## config.mk

```make
export PLATFORM = sky130hd
export DESIGN_NAME = branch_predictor_2lvl_flat
export DESIGN_NICKNAME = d
export VERILOG_FILES = /design/src/rtl/branch_predictor_2lvl_if.sv /design/src/rtl/branch_predictor_2lvl.sv /design/src/flat_wrapper.sv
export SDC_FILE = /design/constraint.sdc
export NUM_CORES = 2
export LEC_CHECK = 0
export BUFFER_PORTS_ARGS = -buffer_cell sky130_fd_sc_hd__buf_2
export CORE_MARGIN = 1.5
export CORE_UTILIZATION = 28
export DETAILED_ROUTE_END_ITERATION = 7
export SLEW_MARGIN = 20
export SYNTH_ARGS = -nofsm -noshare
export SYNTH_HDL_FRONTEND = slang
export SYNTH_SLANG_ARGS = --single-unit
export TNS_END_PERCENT = 50
```

## constraint.sdc

```tcl
create_clock -name clk -period 56.4 [get_ports clk]
set_input_delay 5.64 -clock clk [delete_from_list [all_inputs] [get_ports clk]]
set_output_delay 5.64 -clock clk [all_outputs]
set_load 0.02 [all_outputs]
```

## src/rtl/branch_predictor_2lvl_if.sv

```systemverilog
// Fetch-query, prediction, ROB-update and status signals of the two-level branch predictor.
// valid/ready: query_valid and upd_ena are one-cycle strobes that are always accepted; pred_valid follows query_valid by one cycle.
interface branch_predictor_2lvl_if #(
    parameter int STAT_BITS = 32
);
    logic                 query_valid;
    logic [31:0]          query_pc;
    logic [31:0]          query_inst;
    logic                 pred_valid;
    logic                 predicted_jump;
    logic [31:0]          predicted_imm;
    logic                 upd_ena;
    logic [31:0]          upd_pc;
    logic                 upd_taken;
    logic                 upd_mispredict;
    logic                 init_busy;
    logic [STAT_BITS-1:0] stat_branches;
    logic [STAT_BITS-1:0] stat_mispred;

    modport master (
        output query_valid, query_pc, query_inst,
        output upd_ena, upd_pc, upd_taken, upd_mispredict,
        input  pred_valid, predicted_jump, predicted_imm,
        input  init_busy, stat_branches, stat_mispred
    );

    modport slave (
        input  query_valid, query_pc, query_inst,
        input  upd_ena, upd_pc, upd_taken, upd_mispredict,
        output pred_valid, predicted_jump, predicted_imm,
        output init_busy, stat_branches, stat_mispred
    );
endinterface

```

## src/rtl/branch_predictor_2lvl.sv

```systemverilog
// Two-level (local history or gshare) branch predictor with sweep-init of its tables,
// registered query result and saturating performance counters. init_busy mirrors the FSM state.
module branch_predictor_2lvl #(
    parameter int IDX_BITS  = 8,
    parameter int HIST_LEN  = 2,
    parameter int CNT_BITS  = 2,
    parameter int MODE      = 0,
    parameter int STAT_BITS = 32
) (
    input  logic clk,
    input  logic rst,
    branch_predictor_2lvl_if.slave bus
);
    localparam int CIDX   = IDX_BITS + HIST_LEN;
    localparam int N_CNT  = 1 << CIDX;
    localparam int N_HIST = 1 << IDX_BITS;
    localparam logic [CNT_BITS-1:0] CNT_WEAK = {1'b1, {(CNT_BITS-1){1'b0}}};
    localparam logic [CNT_BITS-1:0] CNT_MAX  = '1;
    localparam logic [6:0] OP_JAL = 7'b1101111;
    localparam logic [6:0] OP_BR  = 7'b1100011;

    typedef enum logic {ST_INIT, ST_RUN} state_t;

    state_t                r_state, w_state_next;
    logic [CIDX-1:0]       r_ptr, w_ptr_next;
    logic                  w_busy;

    logic [CNT_BITS-1:0]   r_cnt  [N_CNT];
    logic [HIST_LEN-1:0]   r_hist [N_HIST];
    logic [HIST_LEN-1:0]   r_ghr;

    logic                  r_pred_valid, r_pred_jump;
    logic [31:0]           r_pred_imm;
    logic [STAT_BITS-1:0]  r_stat_br, r_stat_mp;

    logic [IDX_BITS-1:0]   w_q_hidx, w_u_hidx;
    logic [CIDX-1:0]       w_q_idx, w_u_idx;
    logic [CNT_BITS-1:0]   w_q_cnt, w_u_cnt, w_u_cnt_next;
    logic [HIST_LEN-1:0]   w_u_hist_cur, w_u_hist_next;
    logic [HIST_LEN:0]     w_u_shift;
    logic                  w_upd_do;
    logic [6:0]            w_opcode;
    logic [31:0]           w_jimm, w_bimm, w_imm;
    logic                  w_jump;
    logic                  w_unused_bits;

    always_ff @(posedge clk) begin
        if (rst) begin
            r_state <= ST_INIT;
            r_ptr   <= '0;
        end else begin
            r_state <= w_state_next;
            r_ptr   <= w_ptr_next;
        end
    end

    always_comb begin
        w_state_next = r_state;
        w_ptr_next   = r_ptr;
        w_busy       = 1'b0;
        case (r_state)
            ST_INIT: begin
                w_busy     = 1'b1;
                w_ptr_next = r_ptr + 1'b1;
                if (r_ptr == '1) w_state_next = ST_RUN;
            end
            ST_RUN:  w_state_next = ST_RUN;
            default: w_state_next = ST_INIT;
        endcase
    end

    assign w_q_hidx = bus.query_pc[IDX_BITS+1:2];
    assign w_u_hidx = bus.upd_pc[IDX_BITS+1:2];

    // Both indices use the history as it stands before this edge's update.
    always_comb begin
        if (MODE == 0) begin
            w_q_idx      = {w_q_hidx, r_hist[w_q_hidx]};
            w_u_idx      = {w_u_hidx, r_hist[w_u_hidx]};
            w_u_hist_cur = r_hist[w_u_hidx];
        end else begin
            w_q_idx      = bus.query_pc[CIDX+1:2] ^ {{IDX_BITS{1'b0}}, r_ghr};
            w_u_idx      = bus.upd_pc[CIDX+1:2] ^ {{IDX_BITS{1'b0}}, r_ghr};
            w_u_hist_cur = r_ghr;
        end
    end

    assign w_q_cnt       = r_cnt[w_q_idx];
    assign w_u_cnt       = r_cnt[w_u_idx];
    assign w_upd_do      = bus.upd_ena && (r_state == ST_RUN);
    assign w_u_shift     = {w_u_hist_cur, bus.upd_taken};
    assign w_u_hist_next = w_u_shift[HIST_LEN-1:0];

    always_comb begin
        w_u_cnt_next = w_u_cnt;
        if (bus.upd_taken) begin
            if (w_u_cnt != CNT_MAX) w_u_cnt_next = w_u_cnt + 1'b1;
        end else begin
            if (w_u_cnt != '0) w_u_cnt_next = w_u_cnt - 1'b1;
        end
    end

    assign w_opcode = bus.query_inst[6:0];
    assign w_jimm = {{11{bus.query_inst[31]}}, bus.query_inst[31], bus.query_inst[19:12],
                     bus.query_inst[20], bus.query_inst[30:21], 1'b0};
    assign w_bimm = {{19{bus.query_inst[31]}}, bus.query_inst[31], bus.query_inst[7],
                     bus.query_inst[30:25], bus.query_inst[11:8], 1'b0};

    always_comb begin
        w_jump = 1'b0;
        w_imm  = w_bimm;
        if (w_opcode == OP_JAL) begin
            w_jump = 1'b1;
            w_imm  = w_jimm;
        end else if (w_opcode == OP_BR) begin
            w_jump = (r_state == ST_RUN) && w_q_cnt[CNT_BITS-1];
        end
    end

    // Tables carry no reset: the INIT sweep is what clears them.
    always_ff @(posedge clk) begin
        if (r_state == ST_INIT) begin
            r_cnt[r_ptr]                <= CNT_WEAK;
            r_hist[r_ptr[IDX_BITS-1:0]] <= '0;
        end else if (w_upd_do) begin
            r_cnt[w_u_idx] <= w_u_cnt_next;
            if (MODE == 0) r_hist[w_u_hidx] <= w_u_hist_next;
        end
    end

    always_ff @(posedge clk) begin
        if (rst) begin
            r_pred_valid <= 1'b0;
            r_pred_jump  <= 1'b0;
            r_pred_imm   <= '0;
            r_ghr        <= '0;
            r_stat_br    <= '0;
            r_stat_mp    <= '0;
        end else begin
            r_pred_valid <= bus.query_valid;
            if (bus.query_valid) begin
                r_pred_jump <= w_jump;
                r_pred_imm  <= w_imm;
            end
            if (w_upd_do) begin
                if (MODE != 0) r_ghr <= w_u_hist_next;
                if (r_stat_br != '1) r_stat_br <= r_stat_br + 1'b1;
                if (bus.upd_mispredict && (r_stat_mp != '1)) r_stat_mp <= r_stat_mp + 1'b1;
            end
        end
    end

    assign bus.pred_valid     = r_pred_valid;
    assign bus.predicted_jump = r_pred_jump;
    assign bus.predicted_imm  = r_pred_imm;
    assign bus.init_busy      = w_busy;
    assign bus.stat_branches  = r_stat_br;
    assign bus.stat_mispred   = r_stat_mp;

    assign w_unused_bits = ^{bus.query_pc, bus.upd_pc};
endmodule

```

## src/flat_wrapper.sv

```systemverilog
// flat-port wrapper written by rule: the top's interface ports become plain ports
module branch_predictor_2lvl_flat 
#(
    parameter int IDX_BITS  = 8,
    parameter int HIST_LEN  = 2,
    parameter int CNT_BITS  = 2,
    parameter int MODE      = 0,
    parameter int STAT_BITS = 32
)
  (clk, rst, bus_query_valid, bus_query_pc, bus_query_inst, bus_upd_ena, bus_upd_pc, bus_upd_taken, bus_upd_mispredict, bus_pred_valid, bus_predicted_jump, bus_predicted_imm, bus_init_busy, bus_stat_branches, bus_stat_mispred);
  branch_predictor_2lvl_if #(.STAT_BITS(STAT_BITS)) bus_i ();
  input  logic clk;
  input  logic rst;
  input wire logic [$bits(bus_i.query_valid)-1:0] bus_query_valid;
  input wire logic [$bits(bus_i.query_pc)-1:0] bus_query_pc;
  input wire logic [$bits(bus_i.query_inst)-1:0] bus_query_inst;
  input wire logic [$bits(bus_i.upd_ena)-1:0] bus_upd_ena;
  input wire logic [$bits(bus_i.upd_pc)-1:0] bus_upd_pc;
  input wire logic [$bits(bus_i.upd_taken)-1:0] bus_upd_taken;
  input wire logic [$bits(bus_i.upd_mispredict)-1:0] bus_upd_mispredict;
  output wire logic [$bits(bus_i.pred_valid)-1:0] bus_pred_valid;
  output wire logic [$bits(bus_i.predicted_jump)-1:0] bus_predicted_jump;
  output wire logic [$bits(bus_i.predicted_imm)-1:0] bus_predicted_imm;
  output wire logic [$bits(bus_i.init_busy)-1:0] bus_init_busy;
  output wire logic [$bits(bus_i.stat_branches)-1:0] bus_stat_branches;
  output wire logic [$bits(bus_i.stat_mispred)-1:0] bus_stat_mispred;
  assign bus_i.query_valid = bus_query_valid;
  assign bus_i.query_pc = bus_query_pc;
  assign bus_i.query_inst = bus_query_inst;
  assign bus_i.upd_ena = bus_upd_ena;
  assign bus_i.upd_pc = bus_upd_pc;
  assign bus_i.upd_taken = bus_upd_taken;
  assign bus_i.upd_mispredict = bus_upd_mispredict;
  assign bus_pred_valid = bus_i.pred_valid;
  assign bus_predicted_jump = bus_i.predicted_jump;
  assign bus_predicted_imm = bus_i.predicted_imm;
  assign bus_init_busy = bus_i.init_busy;
  assign bus_stat_branches = bus_i.stat_branches;
  assign bus_stat_mispred = bus_i.stat_mispred;
  branch_predictor_2lvl #(.IDX_BITS(IDX_BITS), .HIST_LEN(HIST_LEN), .CNT_BITS(CNT_BITS), .MODE(MODE), .STAT_BITS(STAT_BITS)) u_core (.clk(clk), .rst(rst), .bus(bus_i));
endmodule
```

==> metrics.md <==
| Metric | Value |
|---|---|
| Die area | `450,000 µm²` |
| Number of global-route vias before repair | `80,201` |
| Slew @ Worst Pin | `1260 ps` |
| Drt via density | `5.40` |
| Status | `complete, no violations` |
| Max Cap Violations | `0` |
| Setup TNS | `0 ps` |
| Path type of the worst setup path | `input pin to flip-flop` |
| RSZ-0062 raised after global routing | `no` |
| First-pass GRT wire length | `581 mm` |
| Synth Area in XOR/XNOR | `0.00407` |
| Worst-path fanout max | `104` |
| Total power | `4.49 mW` |
| Largest net degree at the start of global routing | `261` |
| Reg2reg start | `u_core.r_hist[147][0]$_DFFE_PP_` |
| Layout cell share with drive strength beyond 1 | `0.141` |
| Post-synthesis simple-gate area fraction | `0.0850` |
| I/O pin cnt | `201` |
| Hold path start | `u_core.bus.predicted_imm[19]$_SDFFE_PP0P_` |
| Critical Path Sink Type | `flip-flop` |
| Crit path launch | `bus_upd_pc[3]` |
| Post-synthesis adder-cell area fraction | `0.000301` |
| Clk buf depth | `4` |
| Commonest non-fill, non-tap cell in the layout | `edfxtp_1` |
| Die X | `671 µm` |
| Initial antenna violation count | `26` |
| Clk_lat worst skew | `910 ps` |
| Hold_buf cts | `0` |
| Worst Hold Class | `flip-flop to flip-flop` |
| Number of library cell types mapped by synthesis | `78` |
| Clock sink count | `2,657` |
| Nets@finish | `9,016` |
| CTS clock-pin slew for the worst setup and hold paths | `60 ps` |
| Row count | `244` |
| Post-synthesis net count | `9,067` |
| Setup Buffers After CTS | `0` |
| Fin Clk Skew | `122 ps` |
| Die H | `671 µm` |
| Synthesized instance count | `8,962` |
| I/O Buffers | `151` |
| Compound-Gate Fraction of Synth Area | `0.0568` |
| Core area | `443,000 µm²` |
| CTS buffer count | `288` |
| Wirelength per Cell | `27.5 µm` |
| Tmin final | `18,550 ps` |
| Critical Path Start Type | `input pin` |
| CP required | `56,950 ps` |
| Hpwl dp | `244 mm` |
| Final setup violation count | `0` |
| Area Growth Syn to Fin | `12.9%` |
| Tcrit/Tclk final | `0.329` |
| Final wirelength | `414 mm` |
| Max_slew headroom | `0.153` |
| Via count | `81,297` |
| Total number of H-tree levels | `5` |
| CTS tree | `done` |
| Maximum operating frequency | `0.0539 GHz` |
| Post-route ant nets | `0` |
| Post-synthesis mux area share | `0.189` |
| Area of the mapped netlist | `125,000 µm²` |
| Final GP Congestion | `0.857` |
| DRT Pass-1 Iters | `6` |
| Ys Warns | `0` |
| EDFF count, synth | `2,560` |
| Post-synth ARST share | `0` |
| Worst ir drop on vdd | `0.0000246 V` |
| Power Density | `31.9 nW/µm²` |
| Seq/Total Area, Yosys | `0.632` |
| Crit path DAT | `19,100 ps` |
| Final setup margin | `37,850 ps` |
| Final routed DRC violation total | `0` |
| Largest family of logic cells by synthesized area | `multiplexers` |
| DR iter-0 viols | `9,571` |
| Top FF cell, synth | `edfxtp_1` |
| Total track usage | `0.176` |
| Final hold vios | `0` |
| Mean Syn Cell Area | `13.9 µm²` |
| Overflow after GRT | `0` |
| Post-cts sizing count | `0` |
| Most frequent cells in the layout | `edfxtp_1, mux2i_1, nor2_1, nand2_1, nor3_1` |
| Pre-CTS WS | `37,080 ps` |
| Initial Util | `0.282` |
| CTS Root Cell | `clkbuf_16` |
| Final number of max-transition violations | `0` |
| Leakage dissipation | `47.9 nW` |
| Yosys reg bits | `2,657` |
through the flow:
step,area (µm²),util,std cells,hold WS [ps]
final,141000,0.318,15051,483
after global routing,141000,0.318,15040,506
after CTS,141000,0.318,15035,489
after detailed placement,131000,0.297,14522,480
after global placement,131000,0.297,14522,470
after floorplan,125000,-,8962,484
path summary, 6_finish.rpt:
path	endpoint	slack, ps	cells past startpoint
hold / removal	u_core.bus.predicted_imm[19]$_SDFFE_PP0P_	480	2
setup reg to reg	u_core.r_cnt[897][1]$_DFFE_PP_	44440	24
hold reg to reg	u_core.bus.predicted_imm[19]$_SDFFE_PP0P_	480	2
setup / recovery	u_core.r_cnt[897][1]$_DFFE_PP_	37850	28
where the power goes:
part	total (mW)	switching (mW)	internal, mW
Combinational	0.458	0.305	0.153
Clock	1.90	0.799	1.10
Sequential	2.13	0.00138	2.13
Total	4.49	1.11	3.38
Yosys cell counts (55+ instances only):
cell,instances,area (µm²)
buf_4,124,931
a22oi_1,237,1780
buf_2,109,546
nor2b_1,55,344
o22ai_1,109,682
mux2_2,61,687
clkbuf_1,419,1570
nand4_1,56,350
nor2_1,1446,5430
a21oi_1,158,791
mux4_2,301,6780
a211oi_1,61,458
nand2_1,416,1560
dfxtp_1,97,1940
edfxtp_1,2560,76900
mux2i_1,1596,16000
nor3_1,330,1650
nand3_1,78,390
logic make-up after synthesis:
kind of cell / count (synthesis)
compound gates: 987
other cells: 1
simple gates: 2513
mux: 1966
flops: 2657
buf+inv: 777
fa+ha+maj: 3
xor+xnor: 58
per-layer routing:
layer | GRT usage | vias up | part of all wire
li1 | - | 34410 | -
met1 | 0.228 | 41829 | 0.39
met2 | 0.286 | 4149 | 0.46
met3 | 0.0376 | 887 | 0.097
met4 | 0.0748 | 22 | 0.047
met5 | 0 | - | 0.00036
critical path, cell delays in order:
cell	delay (ps)
buf_4	430
buf_4	530
buf_4	610
nor2_1	250
buf_4	300
a22oi_1	240
nand3_1	180
a311oi_1	430
nor4_1	240
a32oi_4	260
buf_4	610
buf_4	810
buf_4	720
buf_4	850
mux2i_1	170
mux2i_1	240
a22o_1	230
a221oi_1	80
a31oi_1	330
or4_1	300
nor3_1	240
a211oi_1	720
a21oi_1	220
o21ai_4	620
buf_4	680
buf_4	840
buf_4	910
buf_4	870
registers in the layout, summed over array words and instances, names as in the netlist:
signal / cells
u_core.bus.predicted_imm: 20
u_core.bus.predicted_jump: 1
u_core.r_state: 1
u_core.bus.stat_mispred: 32
u_core.bus.stat_branches: 32
u_core.bus.pred_valid: 1
u_core.r_hist: 512
u_core.r_ptr: 10
u_core.r_cnt: 2048
final cells by class:
cell class,count,area [µm²]
Inverter,18,75.1
Sequential cell,2657,78800
Tap cell,5904,7390
Clock buffer,360,7760
Clock inverter,153,1550
Antenna cell,13,32.5
Multi-Input combinational cell,5528,42200
Fill cell,43948,302000
Timing Repair Buffer,418,3040
No activity file was read; power rests on OpenSTA's default activity.
